File: src/rtl/iter_cla.sv
`timescale 1ns/1ps
// iter_cla: iterative CHUNK-bit carry-lookahead add/sub over WIDTH-bit operands.
// Ports: clk, rst (async high); in_valid/in_ready + a, b, cin, sub;
// out_valid/out_ready + sum, cout, ovf. Optional zero port with CLA_ZERO_FLAG_EN.
module iter_cla #(
    parameter int WIDTH = 32,
    parameter int CHUNK = 8
) (
    input  logic             clk,
    input  logic             rst,
    input  logic             in_valid,
    output logic             in_ready,
    input  logic [WIDTH-1:0] a,
    input  logic [WIDTH-1:0] b,
    input  logic             cin,
    input  logic             sub,
    output logic             out_valid,
    input  logic             out_ready,
    output logic [WIDTH-1:0] sum,
    output logic             cout,
    output logic             ovf
`ifdef CLA_ZERO_FLAG_EN
    ,
    output logic             zero
`endif
);

    localparam int NCHUNK = WIDTH / CHUNK;
    localparam int KW = (NCHUNK > 1) ? $clog2(NCHUNK) : 1;
    localparam logic [KW-1:0] KLAST = KW'(NCHUNK - 1);

    typedef enum logic [1:0] {
        IDLE,
        RUN,
        DONE
    } state_t;

    state_t           state_q, state_d;
    logic [WIDTH-1:0] a_q, a_d;
    logic [WIDTH-1:0] b_q, b_d;
    logic [WIDTH-1:0] sum_q, sum_d;
    logic             c_q, c_d;
    logic             cout_q, cout_d;
    logic             ovf_q, ovf_d;
    logic [KW-1:0]    k_q, k_d;
`ifdef CLA_ZERO_FLAG_EN
    logic             zero_q, zero_d;
`endif

    logic [CHUNK-1:0] sa, sb, sg, sp, ss;
    logic [CHUNK:0]   cc;

    always_comb begin
        sa = a_q[int'(k_q)*CHUNK +: CHUNK];
        sb = b_q[int'(k_q)*CHUNK +: CHUNK];
        sg = sa & sb;
        sp = sa ^ sb;
    end

    // Flat lookahead: each carry is an OR of generate terms masked by
    // the propagate run above them, with no ripple through cc itself.
    always_comb begin : cla
        logic t;
        logic pp;
        t  = 1'b0;
        pp = 1'b0;
        cc = '0;
        cc[0] = c_q;
        for (int i = 0; i < CHUNK; i++) begin
            t  = sg[i];
            pp = sp[i];
            for (int j = i - 1; j >= 0; j--) begin
                t  = t | (pp & sg[j]);
                pp = pp & sp[j];
            end
            cc[i+1] = t | (pp & c_q);
        end
        ss = sp ^ cc[CHUNK-1:0];
    end

    always_comb begin
        state_d = state_q;
        a_d     = a_q;
        b_d     = b_q;
        sum_d   = sum_q;
        c_d     = c_q;
        cout_d  = cout_q;
        ovf_d   = ovf_q;
        k_d     = k_q;
`ifdef CLA_ZERO_FLAG_EN
        zero_d  = zero_q;
`endif
        unique case (state_q)
            IDLE: begin
                if (in_valid) begin
                    a_d     = a;
                    b_d     = sub ? ~b : b;
                    c_d     = sub ? ~cin : cin;
                    k_d     = '0;
                    sum_d   = '0;
                    state_d = RUN;
                end
            end
            RUN: begin
                sum_d[int'(k_q)*CHUNK +: CHUNK] = ss;
                c_d = cc[CHUNK];
                k_d = k_q + KW'(1);
                if (k_q == KLAST) begin
                    cout_d  = cc[CHUNK];
                    // carry into the MSB vs carry out of it
                    ovf_d   = cc[CHUNK-1] ^ cc[CHUNK];
                    k_d     = '0;
                    state_d = DONE;
`ifdef CLA_ZERO_FLAG_EN
                    zero_d  = (sum_d == '0);
`endif
                end
            end
            DONE: begin
                if (out_ready) begin
                    state_d = IDLE;
                end
            end
            default: state_d = IDLE;
        endcase
    end

    always_ff @(posedge clk or posedge rst) begin
        if (rst) begin
            state_q <= IDLE;
            a_q     <= '0;
            b_q     <= '0;
            sum_q   <= '0;
            c_q     <= 1'b0;
            cout_q  <= 1'b0;
            ovf_q   <= 1'b0;
            k_q     <= '0;
`ifdef CLA_ZERO_FLAG_EN
            zero_q  <= 1'b0;
`endif
        end else begin
            state_q <= state_d;
            a_q     <= a_d;
            b_q     <= b_d;
            sum_q   <= sum_d;
            c_q     <= c_d;
            cout_q  <= cout_d;
            ovf_q   <= ovf_d;
            k_q     <= k_d;
`ifdef CLA_ZERO_FLAG_EN
            zero_q  <= zero_d;
`endif
        end
    end

    assign in_ready  = (state_q == IDLE);
    assign out_valid = (state_q == DONE);
    assign sum       = sum_q;
    assign cout      = cout_q;
    assign ovf       = ovf_q;
`ifdef CLA_ZERO_FLAG_EN
    assign zero      = zero_q;
`endif

endmodule

File: config.mk
export PLATFORM = sky130hd
export DESIGN_NAME = iter_cla
export DESIGN_NICKNAME = d
export VERILOG_FILES = /design/src/rtl/iter_cla.sv
export SDC_FILE = /design/constraint.sdc
export NUM_CORES = 1
export LEC_CHECK = 0
export BUFFER_PORTS_ARGS = -buffer_cell sky130_fd_sc_hd__buf_2
export CAP_MARGIN = 20
export CORE_MARGIN = 1
export CORE_UTILIZATION = 40
export CTS_BUF_LIST = sky130_fd_sc_hd__clkbuf_4
export DETAILED_ROUTE_END_ITERATION = 6
export SYNTH_ARGS = -nofsm -noshare
export SYNTH_HDL_FRONTEND = slang
export SYNTH_SLANG_ARGS = --single-unit
File: constraint.sdc
create_clock -name clk -period 4.5 [get_ports clk]
set_input_delay 0.225 -clock clk [delete_from_list [all_inputs] [get_ports clk]]
set_output_delay 0.225 -clock clk [all_outputs]
set_load 0.02 [all_outputs]
==> results_dict.tcl, run 1 <==
set metrics [dict create \
    crit_chain "mux4_2 -> ha_1 -> a211oi_4 -> nor2_2 -> o21a_1 -> o31a_1 -> a22o_1" \
    tns_ns 0 \
    dpl.hpwl_um 8210 \
    fp.dieH_um 113 \
    cts.clk_slew.worst_paths_ns 0.16 \
    grt_pass1_vias 3653 \
    initial_core_util_pct 41.1 \
    leakage_uw 0.00275 \
    ys_ff_latch 103 \
    clock_skew_ns 0.0189 \
    total_power_uw 4880 \
    final_cells 723 \
    post-route-drc-count 0 \
    rows 40 \
    min-delay-start "b[10]" \
    syn_to_final_growth_pct 23.0 \
    ys_seq_area_share_pct 52.0 \
    crit_type "register to register" \
    crit_family "flip-flops" \
    ios 106 \
    fin_nets 634 \
    r2r-end "sum[4]" \
    syn_inst 419 \
    placed_area_um2 5620 \
    avgSynthCellArea_um2 11.8 \
    drive_above_1_share_pct 27.4 \
    arrival_ns 3.55 \
    cts_resized 0 \
    critPathRequiredTime_ns 4.85 \
    r2r_start "k_q[0]" \
    hold_viol 0 \
    place_inst 673 \
    place_ws_ns 1.23 \
    synth_top_area_cell "dfrtp_1" \
    wire_per_inst_um 15.7 \
    max_stage_delay_ns 1.02 \
    hold_depth 3 \
    end_kind "register" \
    syn_nets 503 \
    grt_overflow_total 0 \
    period_needed_ns 3.20 \
    worst_slack_ns 1.30 \
    ant_nets 0 \
    powerDensity_nw_per_um2 801 \
    yosysTopAreaCellShare_pct 52.0 \
    first_iter_violations 148 \
    core_area_um2 12100 \
    critical-path-slowest-cell "dfrtp_1" \
    crit_fanout 17 \
    cts.sinks 103 \
    yosys_warnings 0 \
    grt_max_degree 97 \
    max-vdd-ir-drop_mv 0.358 \
    status "finished clean" \
    final_common_cell "buf_2" \
    antenna_found_initial 0 \
    portBuffers 105 \
    synth_ff_type "dfrtp_1" \
    final_cell_mix "buf_2 (105), dfrtp_1 (103), nor2_1 (42)" \
    hold_path.class "primary input to register" \
    htreeDepth 3 \
    dieArea_um2 12900 \
    cts_tree "built" \
    synth-edff-count 0 \
    worst_setup_path_start_kind "register" \
    grt_pass1_wl_um 18700 \
    synth_cell_types 40 \
    cp_num_buf_inv 0 \
    min_period_over_period_pct 71.2 \
    wirelength_um 11400 \
    netlist_area_um2 4960 \
    rsz0062_at_grt "false" \
    worst_slew_pin_slew_ns 1.01 \
    gp_congestion 0.859 \
    async_flop_share_pct 100 \
    stdcell_area_um2 6100 \
    dr.pass1.iters 4 \
    drv_cap 0 \
    fp.dieW_um 113 \
    viasPerCell 5.01 \
    insertion_delay_ns 0.46 \
    antenna_cells 0 \
    finalSetupViolations 0 \
    slew_headroom_pct 32.4 \
    rr_worst_depth 7 \
    cts_made_buffers 9 \
    rrSetupSlack_ns 1.30 \
    cts_buffer_depth 2 \
    max_freq_mhz 312 \
    track_usage_pct 18.9 \
    min_to "b_q[10]" \
    cts_root_buf "clkbuf_4" \
    synth_area_leaders "dfrtp_1 (52%), mux4_2 (7.3%), xnor2_1 (6.5%)" \
    final_max_slew_viol_count 0 \
    vias 3624 \
]
==> per-stage QoR <==
stage / utilization [%] / hold WS [ns]
after detailed placement: 46.6 / 0.423
final: 50.6 / 0.0354
after global routing: 50.6 / 0.0135
after global placement: 46.6 / 0.422
after floorplan: - / 0.333
after CTS: 50.6 / 0.00884
==> synthesized netlist by cell type (all sizes together) (2+ instances only) <==
library cell / number
clkbuf: 4
nand4: 2
a22o: 24
a211oi: 2
o22ai: 2
o21a: 3
dfrtp: 103
nor3: 6
inv: 7
nand2b: 5
o21ai: 15
nand2: 29
nor2: 43
a21oi: 41
a31oi: 2
ha: 13
or3: 2
buf: 17
nand3: 2
xnor2: 37
mux4: 16
mux2: 32
==> final cells by class <==
type                    count  area (um^2)
flip-flops and latches    103         2580
multi-input cells         288         2260
well taps                 168          210
fillers                  1092         5960
repair buffers            141          881
clock buffers              11         82.6
inverters                   7         28.8
clock inverters             5         58.8
==> logic make-up (layout without fill, tap and decap cells) <==
logic type	after synthesis	count (layout)	share of synthesized area, %
AND/OR/NAND/NOR	93	93	8.20
AO/OA/AOI/OAI	95	95	12.4
adder cells (fa/ha/maj)	14	14	3.68
multiplexers	48	48	14.5
XOR/XNOR	38	38	6.71
buffers and inverters	28	164	2.50
flip-flops	103	103	52.0
==> worst max path at each step <==
stage	from	to	slack [ns]	depth (start not counted)
after floorplan	rst	a_q[0]	1.57	1
after global placement	k_q[0]	sum[21]	1.30	7
after detailed placement	k_q[0]	sum[29]	1.23	7
after CTS	k_q[0]	sum[29]	1.21	7
after global routing	k_q[0]	sum[13]	1.02	7
final	k_q[0]	sum[4]	1.30	7
==> layer usage <==
metal  wire [um]  global-route usage, %
met5           0                      0
met4         191                   5.88
met3         487                   3.96
met2        5390                   30.6
met1        5310                   25.5
==> power breakdown <==
group          total [uW]  internal (uW)  switching [uW]
Combinational        2760           1160            1600
Sequential           1640           1330             314
Clock                 484            182             301
Total                4880           2670            2210
==> registers in the layout, indices dropped and copies added, names as in the netlist <==
signal / count
k_q: 2
state_q: 2
a_q: 32
sum: 32
c_q: 1
b_q: 32
ovf: 1
cout: 1
==> worst min-delay path: stages <==
cell,delay (ns)
buf_2,0.08
xnor2_1,0.11
a21oi_1,0.06
==> repair_timing <==
item | in CTS | in global routing
hold buffers | 34 | 0
hold endpoints to repair | 95 | 0
buffers inserted | 0 | 0
No activity file was read; power rests on OpenSTA's default activity.
==> run 2, diff against run 1 <==
ABC_AREA = 1   (was not set)
clock period = 2.7 ns   (was 4.5 ns; I/O delays follow)
==> run 2 against run 1 <==
Effect of this change:
- hold slack improved by 0.13 ns
- count of clock-buffer cells in the layout did not move
- utilization rose by 2.7 points
- largest cell class unchanged
- first-iteration DRC count is 41% higher
- clock power grew 45%
- wire length up 18%
- combinational power is 78% higher
- via count is 28% higher
- synthesized cell count up 50%
==> results_dict.tcl, run 2 <==
set metrics [dict create \
    wire_per_inst_um 13.9 \
    crit_type "register to register" \
    max_freq_mhz 399 \
    netlist_area_um2 5220 \
    leakage_uw 0.00346 \
    synthXorXnorAreaFrac_pct 5.88 \
    syn_inst 627 \
    arrival_ns 2.90 \
    post-route-drc-count 0 \
    status "finished clean" \
    ios 106 \
    synth_cell_types 35 \
    grt_max_degree 99 \
    initial_core_util_pct 41.2 \
    cts.clk_slew.worst_paths_ns 0.15 \
    yosysTopAreaCellShare_pct 49.4 \
    cts_root_buf "clkbuf_4" \
    track_usage_pct 21.5 \
    final_cells 969 \
    total_power_uw 8240 \
    max_stage_delay_ns 0.44 \
    final_max_slew_viol_count 0 \
    crit_family "simple AND/OR/NAND/NOR gates" \
    critical-path-slowest-cell "dfrtp_1" \
    ys_seq_area_share_pct 49.4 \
    ys_ff_latch 103 \
    synthSimpleGateAreaFrac_pct 23.7 \
    place_inst 887 \
    crit_fanout 32 \
    fp.dieW_um 116 \
    dpl.hpwl_um 9550 \
    critPathRequiredTime_ns 3.10 \
    worst_setup_path_start_kind "register" \
    synth_area_leaders "dfrtp_1 (49%), nand2_1 (15%), o21ai_0 (7.5%)" \
    synth-edff-count 0 \
    syn_to_final_growth_pct 29.5 \
    viasPerCell 4.78 \
    first_iter_violations 209 \
    rows 41 \
    rr_worst_depth 12 \
    slew_headroom_pct 43.4 \
    period_needed_ns 2.51 \
    antenna_found_initial 0 \
    cp_num_buf_inv 2 \
    synth_compound_area_share_pct 11.9 \
    drive_above_1_share_pct 19.6 \
    max-vdd-ir-drop_mv 0.444 \
    drv_cap 0 \
    synth_top_family_by_area "simple AND/OR/NAND/NOR gates" \
    synthMuxAreaShare_pct 0 \
    worst_slew_pin_slew_ns 0.849 \
    synth_top_area_cell "dfrtp_1" \
    grt_pass1_wl_um 22100 \
    ant_nets 0 \
    hold_viol 0 \
    vias 4636 \
    dieArea_um2 13500 \
    clock_skew_ns 0.0159 \
    synth_most_common_cell "nand2_1" \
    async_flop_share_pct 100 \
    min_period_over_period_pct 92.9 \
    finalSetupViolations 0 \
    cts_made_buffers 9 \
    htreeDepth 3 \
    crit_cells 12 \
    cts_tree "built" \
    synth_ff_type "dfrtp_1" \
    portBuffers 105 \
    core_area_um2 12700 \
    cts_buffer_depth 2 \
    powerDensity_nw_per_um2 1220 \
    hold_path.class "primary input to asynchronous set/reset pin" \
    grt_overflow_total 0 \
    critical_path.startpoint "k_q[0]" \
    cts.sinks 103 \
    fin_nets 877 \
    fp.dieH_um 116 \
    final_cell_mix "nand2_1 (213), buf_2 (105), dfrtp_1 (103)" \
    final_common_cell "nand2_1" \
    wirelength_um 13500 \
    insertion_delay_ns 0.48 \
    worst_slack_ns 0.192 \
    r2r_start "k_q[0]" \
    place_ws_ns 0.0956 \
    yosys_warnings 0 \
    end_kind "register" \
    cpMostUsedCell "nand2_1" \
    crit_chain "inv_1 -> buf_12 -> nor2_1 -> o22ai_2 -> ha_1 -> nand2_1 -> nand2_1 -> nor2_1 -> nand3_1 -> nand2_1 -> nand3_1 -> o31ai_2" \
    antenna_cells 0 \
    synth_fa_ha_area_share_pct 3.50 \
    syn_nets 711 \
    synth_commonest_cells "nand2_1 (214), dfrtp_1 (103), o21ai_0 (78)" \
    avgSynthCellArea_um2 8.32 \
    dr.pass1.iters 4 \
    grt_pass1_vias 4509 \
    gp_congestion 0.874 \
]
run 2: path summary, 6_finish.rpt:
path	slack [ns]	endpoint
max in group asynchronous	1.82	b_q[29]
setup / recovery	0.19	sum[13]
hold reg to reg	0.49	sum[20]
setup reg to reg	0.19	sum[13]
hold / removal	0.17	sum[10]
min in group clk	0.18	sum[22]
run 2: worst min-delay path, delay by kind of cell:
family / cells / cell delay, ns
buffers and inverters: 3 / 0.93
run 2: logic make-up after synthesis:
group | Yosys count
AOI/OAI and AO/OA | 111
xor gates and xnor gates | 35
adders and majority gates | 14
buffers and inverters | 65
DFF | 103
and+or+nand+nor | 299
run 2: per-layer routing:
metal | vias to the layer above | track usage (%) | wire, um
li1 | 2367 | - | -
met1 | 2135 | 27.7 | 6200
met2 | 116 | 36.4 | 6530
met3 | 18 | 3.11 | 483
met4 | 0 | 9.06 | 261
met5 | - | 0 | 0
run 2: where the power goes:
part | switching (uW) | internal (uW)
combinational | 3220 | 1700
clock | 497 | 203
sequential | 415 | 2200
run 2: through the flow:
stage	util [%]	area, um^2	TNS [ns]	hold WS, ns
final	53.3	6760	0	0.168
after global routing	53.3	6760	-0.00181	0.179
after CTS	53.2	6740	0	0.129
after detailed placement	47.1	5960	0	0.130
after global placement	47.1	5960	0	0.126
after floorplan	-	5220	0	0.221
run 2: what timing repair did:
item | in CTS | in global routing
gates resized for setup | 0 | 4
hold endpoints to repair | 137 | 0
hold buffers | 67 | 0
buffers inserted | 0 | 0
endpoints found under the setup margin | 0 | 6
run 2: cell type report:
class | instances | area, um^2
Timing Repair Buffer | 184 | 1350
Clock inverter | 4 | 22.5
Tap cell | 172 | 215
Clock buffer | 11 | 82.6
Multi-Input combinational cell | 459 | 2370
Inverter | 36 | 141
Fill cell | 1220 | 5920
Sequential cell | 103 | 2580
